[src/rtl/gpio_switch_debounce_if.sv]
// gpio_switch_debounce_if: switch levels in, debounced levels, edge pulses and sticky change flag out
interface gpio_switch_debounce_if #(
    parameter int WIDTH = 9
);
    logic [WIDTH-1:0] sw_raw_i;
    logic             clear_i;
    logic [WIDTH-1:0] sw_stable_o;
    logic [WIDTH-1:0] rise_o;
    logic [WIDTH-1:0] fall_o;
    logic             change_o;
    modport master (
        output sw_raw_i, clear_i,
        input  sw_stable_o, rise_o, fall_o, change_o
    );
    modport slave (
        input  sw_raw_i, clear_i,
        output sw_stable_o, rise_o, fall_o, change_o
    );
endinterface

[src/rtl/gpio_switch_debounce.sv]
// gpio_switch_debounce: synchronizes and debounces each switch bit independently, flags accepted edges
module gpio_switch_debounce #(
    parameter int WIDTH           = 9,
    parameter int DEBOUNCE_CYCLES = 500000
) (
    input logic                   clk,
    input logic                   reset,
    gpio_switch_debounce_if.slave sw
);
    localparam int CW = DEBOUNCE_CYCLES > 1 ? $clog2(DEBOUNCE_CYCLES) : 1;
    localparam logic [CW-1:0] LAST = CW'(DEBOUNCE_CYCLES - 1);
    logic [WIDTH-1:0] s1_q, s2_q, stable_q, stable_d, rise_q, fall_q;
    logic [CW-1:0]    cnt_q [WIDTH];
    logic [CW-1:0]    cnt_d [WIDTH];
    logic             change_q, change_d;
    // A full count of disagreement both accepts the new level and rearms the counter.
    always_comb begin
        stable_d = stable_q;
        for (int i = 0; i < WIDTH; i++) begin
            cnt_d[i]    = (s2_q[i] == stable_q[i] || cnt_q[i] == LAST) ? '0 : cnt_q[i] + CW'(1);
            stable_d[i] = (s2_q[i] != stable_q[i] && cnt_q[i] == LAST) ? s2_q[i] : stable_q[i];
        end
        change_d = (|{rise_q, fall_q}) | (change_q & ~sw.clear_i);
    end
    always_ff @(posedge clk or negedge reset) begin
        if (!reset) begin
            s1_q     <= '0;
            s2_q     <= '0;
            cnt_q    <= '{default: '0};
            stable_q <= '0;
            rise_q   <= '0;
            fall_q   <= '0;
            change_q <= 1'b0;
        end else begin
            s1_q     <= sw.sw_raw_i;
            s2_q     <= s1_q;
            cnt_q    <= cnt_d;
            stable_q <= stable_d;
            rise_q   <= stable_d & ~stable_q;
            fall_q   <= ~stable_d & stable_q;
            change_q <= change_d;
        end
    end
    assign sw.sw_stable_o = stable_q;
    assign sw.rise_o      = rise_q;
    assign sw.fall_o      = fall_q;
    assign sw.change_o    = change_q;
    assert property (@(posedge clk) disable iff (!reset) (rise_q & fall_q) == '0);
endmodule

[src/flat_wrapper.sv]
// flat-port wrapper written by rule: the top's interface ports become plain ports
module gpio_switch_debounce_flat 
#(
    parameter int WIDTH           = 9,
    parameter int DEBOUNCE_CYCLES = 500000
)
  (clk, reset, sw_sw_raw_i, sw_clear_i, sw_sw_stable_o, sw_rise_o, sw_fall_o, sw_change_o);
  gpio_switch_debounce_if #(.WIDTH(WIDTH)) sw_i ();
  input logic clk;
  input logic reset;
  input wire logic [$bits(sw_i.sw_raw_i)-1:0] sw_sw_raw_i;
  input wire logic [$bits(sw_i.clear_i)-1:0] sw_clear_i;
  output wire logic [$bits(sw_i.sw_stable_o)-1:0] sw_sw_stable_o;
  output wire logic [$bits(sw_i.rise_o)-1:0] sw_rise_o;
  output wire logic [$bits(sw_i.fall_o)-1:0] sw_fall_o;
  output wire logic [$bits(sw_i.change_o)-1:0] sw_change_o;
  assign sw_i.sw_raw_i = sw_sw_raw_i;
  assign sw_i.clear_i = sw_clear_i;
  assign sw_sw_stable_o = sw_i.sw_stable_o;
  assign sw_rise_o = sw_i.rise_o;
  assign sw_fall_o = sw_i.fall_o;
  assign sw_change_o = sw_i.change_o;
  gpio_switch_debounce #(.WIDTH(WIDTH), .DEBOUNCE_CYCLES(DEBOUNCE_CYCLES)) u_core (.clk(clk), .reset(reset), .sw(sw_i));
endmodule
[config.mk]
export PLATFORM = sky130hd
export DESIGN_NAME = gpio_switch_debounce_flat
export DESIGN_NICKNAME = d
export VERILOG_FILES = /design/src/rtl/gpio_switch_debounce_if.sv /design/src/rtl/gpio_switch_debounce.sv /design/src/flat_wrapper.sv
export SDC_FILE = /design/constraint.sdc
export NUM_CORES = 1
export LEC_CHECK = 0
export CAP_MARGIN = 20
export CORE_MARGIN = 2
export CORE_UTILIZATION = 61
export DETAILED_ROUTE_END_ITERATION = 6
export GPL_TIMING_DRIVEN = 0
export PLACE_DENSITY_LB_ADDON = 0.15
export SLEW_MARGIN = 40
export SYNTH_ARGS = -nofsm -noshare
export SYNTH_HDL_FRONTEND = slang
export SYNTH_SLANG_ARGS = --single-unit
[constraint.sdc]
create_clock -name clk -period 2.5 [get_ports clk]
set_input_delay 0.5 -clock clk [delete_from_list [all_inputs] [get_ports clk]]
set_output_delay 0.5 -clock clk [all_outputs]
set_load 0.02 [all_outputs]
Word level (Yosys, flattened, before mapping) --
Cells that the tools add are included.
Storage, ports and cells: register bits after elaboration 217, input port bits 12, output and inout bits 28, word-level logic and storage cells 95
Cells by class: add/subtract/negate cells 9, equality and inequality tests 27, muxes and demuxes 18, bitwise logic cells 7, reduce and logical (&&, ||, !) cells 19
Operators with widths (number):
- 19-bit by 1-bit adder with 19-bit output (second input constant) | 9
- 19-bit == test (second input constant) | 9
- 19-bit 2-to-1 mux | 9
- 9-bit AND | 2
- 9-bit inverter | 2
- 18-bit OR reduction | 1
- 1-bit == test | 9
- 1-bit logical AND | 9
- 1-bit logical OR | 9
- 1-bit 2-to-1 mux | 9
- 1-bit != test | 9
- 1-bit AND | 1
- 1-bit inverter | 1
- 1-bit OR | 1

Longest topological paths before layout --
Gate-level depths: netlist (run 1).
depth after elaboration 5, mapped depth 6, gate-level depth less buffers 5

Worst setup path before layout (run 1) --
Ideal clock, no wire load.
path kind register -> register, start point reg u_core.cnt_q[30] (netlist bit), end point reg u_core.stable_q[7], in the netlist u_core.sw.sw_stable_o[7], setup time 125 ps, arrival 1980 ps, data required time 2375 ps, slack 395 ps, stages on the path, launching flop included 5, path buffers 0, period minus slack after synthesis 2105 ps, path through dfrtp_1 > or4b_1 > or4_4 > or2_4 > mux2_4
On the way: longest elaborated chain between the ends 3
RTL lines:
- start: declaration | line gpio_switch_debounce.sv:13 | logic [CW-1:0] cnt_q [WIDTH];
- start signal: assignment | line gpio_switch_debounce.sv:37 | cnt_q <= cnt_d;
- 19-bit == test | line gpio_switch_debounce.sv:21 | stable_d[i] = (s2_q[i] != stable_q[i] && cnt_q[i] == LAST) ? s2_q[i] : stable_q[i];
- 1-bit logical AND | line gpio_switch_debounce.sv:21
- 1-bit 2-to-1 mux | line gpio_switch_debounce.sv:21
- net u_core.stable_d[7] | line gpio_switch_debounce.sv:12 | logic [WIDTH-1:0] s1_q, s2_q, stable_q, stable_d, rise_q, fall_q;
- end signal: assignment | line gpio_switch_debounce.sv:38 | stable_q <= stable_d;
- end: declaration | line gpio_switch_debounce.sv:12
The timed path passes the listed nets, and every way through them passes these cells.

==> run metrics, run 1 <==
Clk pin slew, worst setup/hold paths=0.06 ns; Die ar.=17670 µm²; Congestion Overflow GR=0; clock buffer depth=3; Reg area=5430 µm²; num rows=47; Die Span Y=132.9 µm; clk_lat worst skew=0.51 ns; largest net degree at the start of global routing=79; worst hold path class=reg -> reg; register area share after synthesis=0.5354; via-per-instance ratio=5.851; post-synthesis cell type count=41; Synth Net Count=1011; syn_area_per_cell=10.24 µm²; WHS Endpoint=u_core.s2_q[4]$_DFF_PN0_; final net count=1079; share of post-route cells with drive strength above 1=0.07363; Starting DRT DRC Count=451; flop2flop setup slack=0.15 ns; CP arrival=2.73 ns; # Max-Cap Violations=0; Worst Path Max Fanout=10; clk sinks=217; Die X=132.9 µm; Vias=7565; diodes inserted=0; fmax=424.8 MHz; most frequent cells in the layout=dfrtp_1, nor2_1, xnor2_1, nand3_1, nand2_1; hold_sp=u_core.s1_q[4]$_DFF_PN0_; period utilisation layout=0.9415; multi-input logic area=4637 µm²; Min Hold Slack=0.3487 ns; R2R Path Start=u_core.cnt_q[106]$_DFF_PN0_; Starting Density=0.6182; FF-to-FF End=u_core.cnt_q[110]$_DFF_PN0_; Relative slew margins=0.5245; wire per inst=15.55 µm; Setup Viol. Count Final=0; routed wire length=20100 µm; hold depth=0; dpl cell area=10900 µm²; overall power=7.318 mW; PortBufs=39; startpoint types=flop; mapped cell area=10140 µm²; Yosys Warn Count=0; detailed-placement wirelength estimate=13410 µm; Placer Congestion=0.8452; Mapped Cells=990; first-pass GRT wire length=34720 µm; Final Hold Fails=0; Worst Tran Pin Value=0.7067 ns; most common cell after layout, fill and taps aside=dfrtp_1; Worst Reg-to-Reg Cells=5; H-tree levels=1; PwrDens=622.4 nW/µm²; cell area after layout=11760 µm²; crit end category=flop; Pleak=4.689 nW; CTS tree=done; dominant synthesized flop cell=dfrtp_1; Clock Skews=0.007628 ns; filler cell count=1157; WS Path Type=reg -> reg; minimum clock period=2.354 ns; Final Slew Violations=0; IR drop worst, VDD=0.6481 mV; RSZ-0062 raised after global routing=no; CTS Root Buffer Type=clkbuf_16; vias in the first global route=7371; # DRC=0; Antenna Nets Post-Route=0; DRT Pass-1 Iters=5; Seq cells post-synth=217; CP required=2.87 ns; Setup Fix Bufs, Post-CTS=0; CTS buffer count=23; status=finished clean; initial antenna violation count=0; CORE AREA=16410 µm²; Ports=40; setup_tns=0 ns; EDFF count, synth=0; ys async rst share=1.000; GRT Total Usage=0.2340; area grow syn2layout=15.93%
-- Yosys cell counts (13+ instances only) --
cell type    n  area [µm²]
dfrtp_1    217        5430
nor2_1     150       563.0
xor2_1      48       420.4
nand4_1     50       312.8
o21ai_0     20       100.1
nand3_1     67       335.3
clkbuf_1    17       63.81
inv_1       17       63.81
xnor2_1     82       718.2
or2_2       13       81.33
nor4_1      38       237.7
nor3_1      31       155.2
nor3b_1     20       150.1
or4_1       24       180.2
nand2_1     58       217.7
or3_1       20       125.1
a21oi_1     31       155.2
-- registers in the layout, indices dropped and copies added, names as in the netlist --
name and count:
u_core.s2_q 9, u_core.sw.change_o 1, u_core.sw.rise_o 9, u_core.cnt_q 171, u_core.sw.fall_o 9, u_core.s1_q 9, u_core.sw.sw_stable_o 9
-- final cells by class --
cell class | instances | share of cell area
tap | 220 | 0.02341
clock buffer | 31 | 0.05491
sequential | 217 | 0.4619
timing repair buffer | 43 | 0.04150
clock inverter | 9 | 0.01075
buffer | 21 | 0.007768
multi-input combinational | 735 | 0.3944
inverter | 17 | 0.005427
-- repair_timing --
item | CTS | global route
pin swaps | 0 | 2
hold buffers | 1 | 0
resized for setup | 2 | 3
hold endpoints to repair | 21 | 0
endpoints found under the setup margin | 18 | 24
-- report_power, final --
part	leakage (nW)	internal [mW]	switching [mW]
sequential	2.97	3.56	0.0552
clock	0.380	2.12	1.34
combinational	1.34	0.0873	0.153
-- cells by family after synthesis --
| group | Yosys count | synth area share |
|---|---|---|
| buffers and inverters | 38 | 0.01517 |
| adder cells (fa/ha/maj) | 9 | 0.01110 |
| XOR/XNOR | 130 | 0.1123 |
| AND/OR/NAND/NOR | 514 | 0.2672 |
| multiplexers | 13 | 0.01431 |
| flip-flops | 217 | 0.5354 |
| AO/OA/AOI/OAI | 69 | 0.04454 |
-- worst max-delay path by stage --
| stage | start | slack (ns) | to |
|---|---|---|---|
| CTS | u_core.cnt_q[106]$_DFF_PN0_ | 0.01 | u_core.cnt_q[110]$_DFF_PN0_ |
| global route | u_core.cnt_q[164]$_DFF_PN0_ | 0.02 | u_core.cnt_q[160]$_DFF_PN0_ |
| finish | u_core.cnt_q[106]$_DFF_PN0_ | 0.15 | u_core.cnt_q[110]$_DFF_PN0_ |
| global placement | reset | -7.96 | u_core.cnt_q[31]$_DFF_PN0_ |
| detailed placement | u_core.cnt_q[0]$_DFF_PN0_ | -0.02 | u_core.cnt_q[12]$_DFF_PN0_ |
| floorplan | u_core.cnt_q[30]$_DFF_PN0_ | 0.40 | u_core.sw.sw_stable_o[7]$_DFF_PN0_ |
-- per-stage QoR --
step,cells,setup WS (ns),util
floorplan,990,0.3951,-
global placement,1249,-7.957,0.6587
detailed placement,1252,-0.01518,0.6641
CTS,1293,0.01043,0.7131
global route,1293,0.02269,0.7166
finish,1293,0.1462,0.7166
-- critical path, cell delays in order (launching register included) --
cell	delay (ns)
dfrtp_1	0.44
nor4b_1	0.41
nand2_1	0.18
o41ai_4	0.62
clkbuf_1	0.46
nor2_1	0.11
-- metal layers --
| layer | part of all wire | global-route usage | wire length [µm] | up-vias |
|---|---|---|---|---|
| met1 | 0.46 | 0.3270 | 9166 | 3698 |
| li1 | - | - | - | 3677 |
| met3 | 0.036 | 0.03295 | 723 | 43 |
| met4 | 0.025 | 0.07109 | 495 | 0 |
| met2 | 0.48 | 0.3843 | 9716 | 147 |
| met5 | 0 | 0 | 0 | - |
Power figures use the tool's default switching activity.
==> run 2: changes to the inputs <==
--- a/config.mk
+++ b/config.mk
@@ -10,7 +10,7 @@
 export CORE_UTILIZATION = 61
 export DETAILED_ROUTE_END_ITERATION = 6
 export GPL_TIMING_DRIVEN = 0
-export PLACE_DENSITY_LB_ADDON = 0.15
+export PLACE_DENSITY = 0.92
 export SLEW_MARGIN = 40
 export SYNTH_ARGS = -nofsm -noshare
 export SYNTH_HDL_FRONTEND = slang
==> run 2 against run 1 <==
Compared with the run above: register-to-register slack improved by 0.05 ns; global-route usage rose by 2.1 points; worst setup slack improved by 0.047 ns; non-clock buffer count rose by 3; critical endpoint is now u_core.cnt_q[32]$_DFF_PN0_; sequential share of layout area rose by 0.19 points; count of clock-buffer cells in the layout fell by 1; combinational power rose by 3%; highest routed layer unchanged; die area did not move.
==> run metrics, run 2 (synthesis results as in run 1) <==
Worst Tran Pin Value=0.7002 ns; worst hold path class=reg -> reg; worst path cell trace=or4b_1 -> or4_4 -> o21ai_2 -> buf_6 -> nor2_1; Worst Reg-to-Reg Cells=5; routed wire length=21870 µm; Critical Path Slowest Stage Cell=or4_4; flop2flop setup slack=0.19 ns; # DRC=0; Die X=132.9 µm; Pleak=4.675 nW; cell area after layout=11710 µm²; Final Hold Fails=0; Seq pwr share=0.513; final net count=1082; fmax=433.4 MHz; share of post-route cells with drive strength above 1=0.07449; R2R Path Start=u_core.cnt_q[30]$_DFF_PN0_; Antenna Nets Post-Route=0; H-tree levels=1; Starting DRT DRC Count=613; max reg flops=171; GRT Total Usage=0.2553; crit end category=flop; Worst Path Max Fanout=10; Starting Density=0.6182; Final Slew Violations=0; final worst slack=0.1928 ns; Die ar.=17670 µm²; Top reg by flops=u_core.cnt_q; WP buf/inv=1; CTS tree=done; IR drop worst, VDD=0.5552 mV; num rows=47; status=finished clean; hold_sp=u_core.s1_q[2]$_DFF_PN0_; PortBufs=39; wire per inst=16.90 µm; CORE AREA=16410 µm²; minimum clock period=2.307 ns; Setup Viol. Count Final=0; via-per-instance ratio=6.063; P_sw=1.537 mW; overall power=7.061 mW; Switching Share=0.2177; WHS Endpoint=u_core.s2_q[2]$_DFF_PN0_; pre-CTS setup slack=0.02768 ns; Congestion Overflow GR=0; clk_lat worst skew=0.51 ns; clock buffer depth=3; clk sinks=217; hold depth=0; setup_tns=0 ns; Relative slew margins=0.5289; Min Hold Slack=0.3469 ns; Die Span Y=132.9 µm; diodes inserted=0; CP required=2.89 ns; Clock Skews=0.01068 ns; period utilisation layout=0.9229; initial antenna violation count=0; DRT Pass-1 Iters=5; vias in the first global route=7909; critical path depth=5; WS Path Type=reg -> reg; Clk pwr share=0.452; filler cell count=1083; delay-heaviest family, CP=simple AND/OR/NAND/NOR gates; PwrDens=603.1 nW/µm²; Logic pwr share=0.035; detailed-placement wirelength estimate=14590 µm; Placer Congestion=0.9177; CTS buffer count=23; startpoint types=flop; RSZ-0062 raised after global routing=no; first-pass GRT wire length=37410 µm; area grow syn2layout=15.45%; Clk pin slew, worst setup/hold paths=0.06 ns; most common cell after layout, fill and taps aside=dfrtp_1; Internal=5.524 mW; FF-to-FF End=u_core.cnt_q[32]$_DFF_PN0_; CP max stage delay=0.55 ns; CP arrival=2.69 ns; largest net degree at the start of global routing=72; # Max-Cap Violations=0; CTS Root Buffer Type=clkbuf_16; most frequent cells in the layout=dfrtp_1, nor2_1, xnor2_1, nand3_1, nand2_1; Vias=7845; dpl cell area=10900 µm²; Ports=40
[run 2: how the worst max path moves through the flow]
stage / startpoint / end / slack, ns
after floorplan: u_core.cnt_q[30]$_DFF_PN0_ / u_core.sw.sw_stable_o[7]$_DFF_PN0_ / 0.40
after global placement: reset / u_core.cnt_q[50]$_DFF_PN0_ / -7.79
after detailed placement: u_core.cnt_q[0]$_DFF_PN0_ / u_core.cnt_q[13]$_DFF_PN0_ / 0.03
after CTS: u_core.cnt_q[0]$_DFF_PN0_ / u_core.cnt_q[13]$_DFF_PN0_ / 0.01
after global routing: u_core.cnt_q[119]$_DFF_PN0_ / u_core.cnt_q[125]$_DFF_PN0_ / 0.07
final: u_core.cnt_q[30]$_DFF_PN0_ / u_core.cnt_q[32]$_DFF_PN0_ / 0.19
[run 2: stage by stage]
stage                     std cells    util
after floorplan                 990       -
after global placement         1249  0.6587
after detailed placement       1252  0.6641
after CTS                      1291  0.7081
after global routing           1294  0.7136
final                          1294  0.7136
[run 2: what timing repair did]
item,in CTS,in global routing
gates resized for setup,1,4
setup endpoints to repair,3,34
hold buffers,1,0
hold endpoints to repair,38,0
setup buffers,0,3
pin swaps,0,2
[run 2: final cells by class]
class / count / area, µm² / share of cell area
Buffer: 21 / 91.34 / 0.007801
Multi-Input combinational cell: 735 / 4637 / 0.3960
Clock buffer: 30 / 631.9 / 0.05396
Sequential cell: 217 / 5430 / 0.4638
Clock inverter: 8 / 68.82 / 0.005877
Timing Repair Buffer: 46 / 510.5 / 0.04360
Inverter: 17 / 63.81 / 0.005450
Tap cell: 220 / 275.3 / 0.02351
[run 2: layer usage]
metal | GRT usage | part of all wire | vias to the layer above
li1 | - | - | 3679
met3 | 0.04789 | 0.053 | 62
met2 | 0.4393 | 0.51 | 242
met5 | 0 | 0 | -
met4 | 0.07168 | 0.025 | 0
met1 | 0.3339 | 0.41 | 3862
[run 2: power by group through the flow]
stage / sequential, mW / combinational (mW) / clock [mW]
2_1_floorplan: 3.67 / 0.103 / 0
3_3_place_gp: 3.68 / 0.212 / 0
3_5_place_dp: 3.68 / 0.237 / 0
4_1_cts: 3.62 / 0.243 / 3.24
5_1_grt: 3.63 / 0.284 / 3.42
6_report: 3.62 / 0.248 / 3.19
==> run 3: changes to the inputs <==
--- a/config.mk
+++ b/config.mk
@@ -5,6 +5,7 @@
 export SDC_FILE = /design/constraint.sdc
 export NUM_CORES = 1
 export LEC_CHECK = 0
+export ABC_CLOCK_PERIOD_IN_PS = 2500
 export CAP_MARGIN = 20
 export CORE_MARGIN = 2
 export CORE_UTILIZATION = 61
==> results of run 3 <==
Final layout, timing and power as in run 2 (identical DEF).
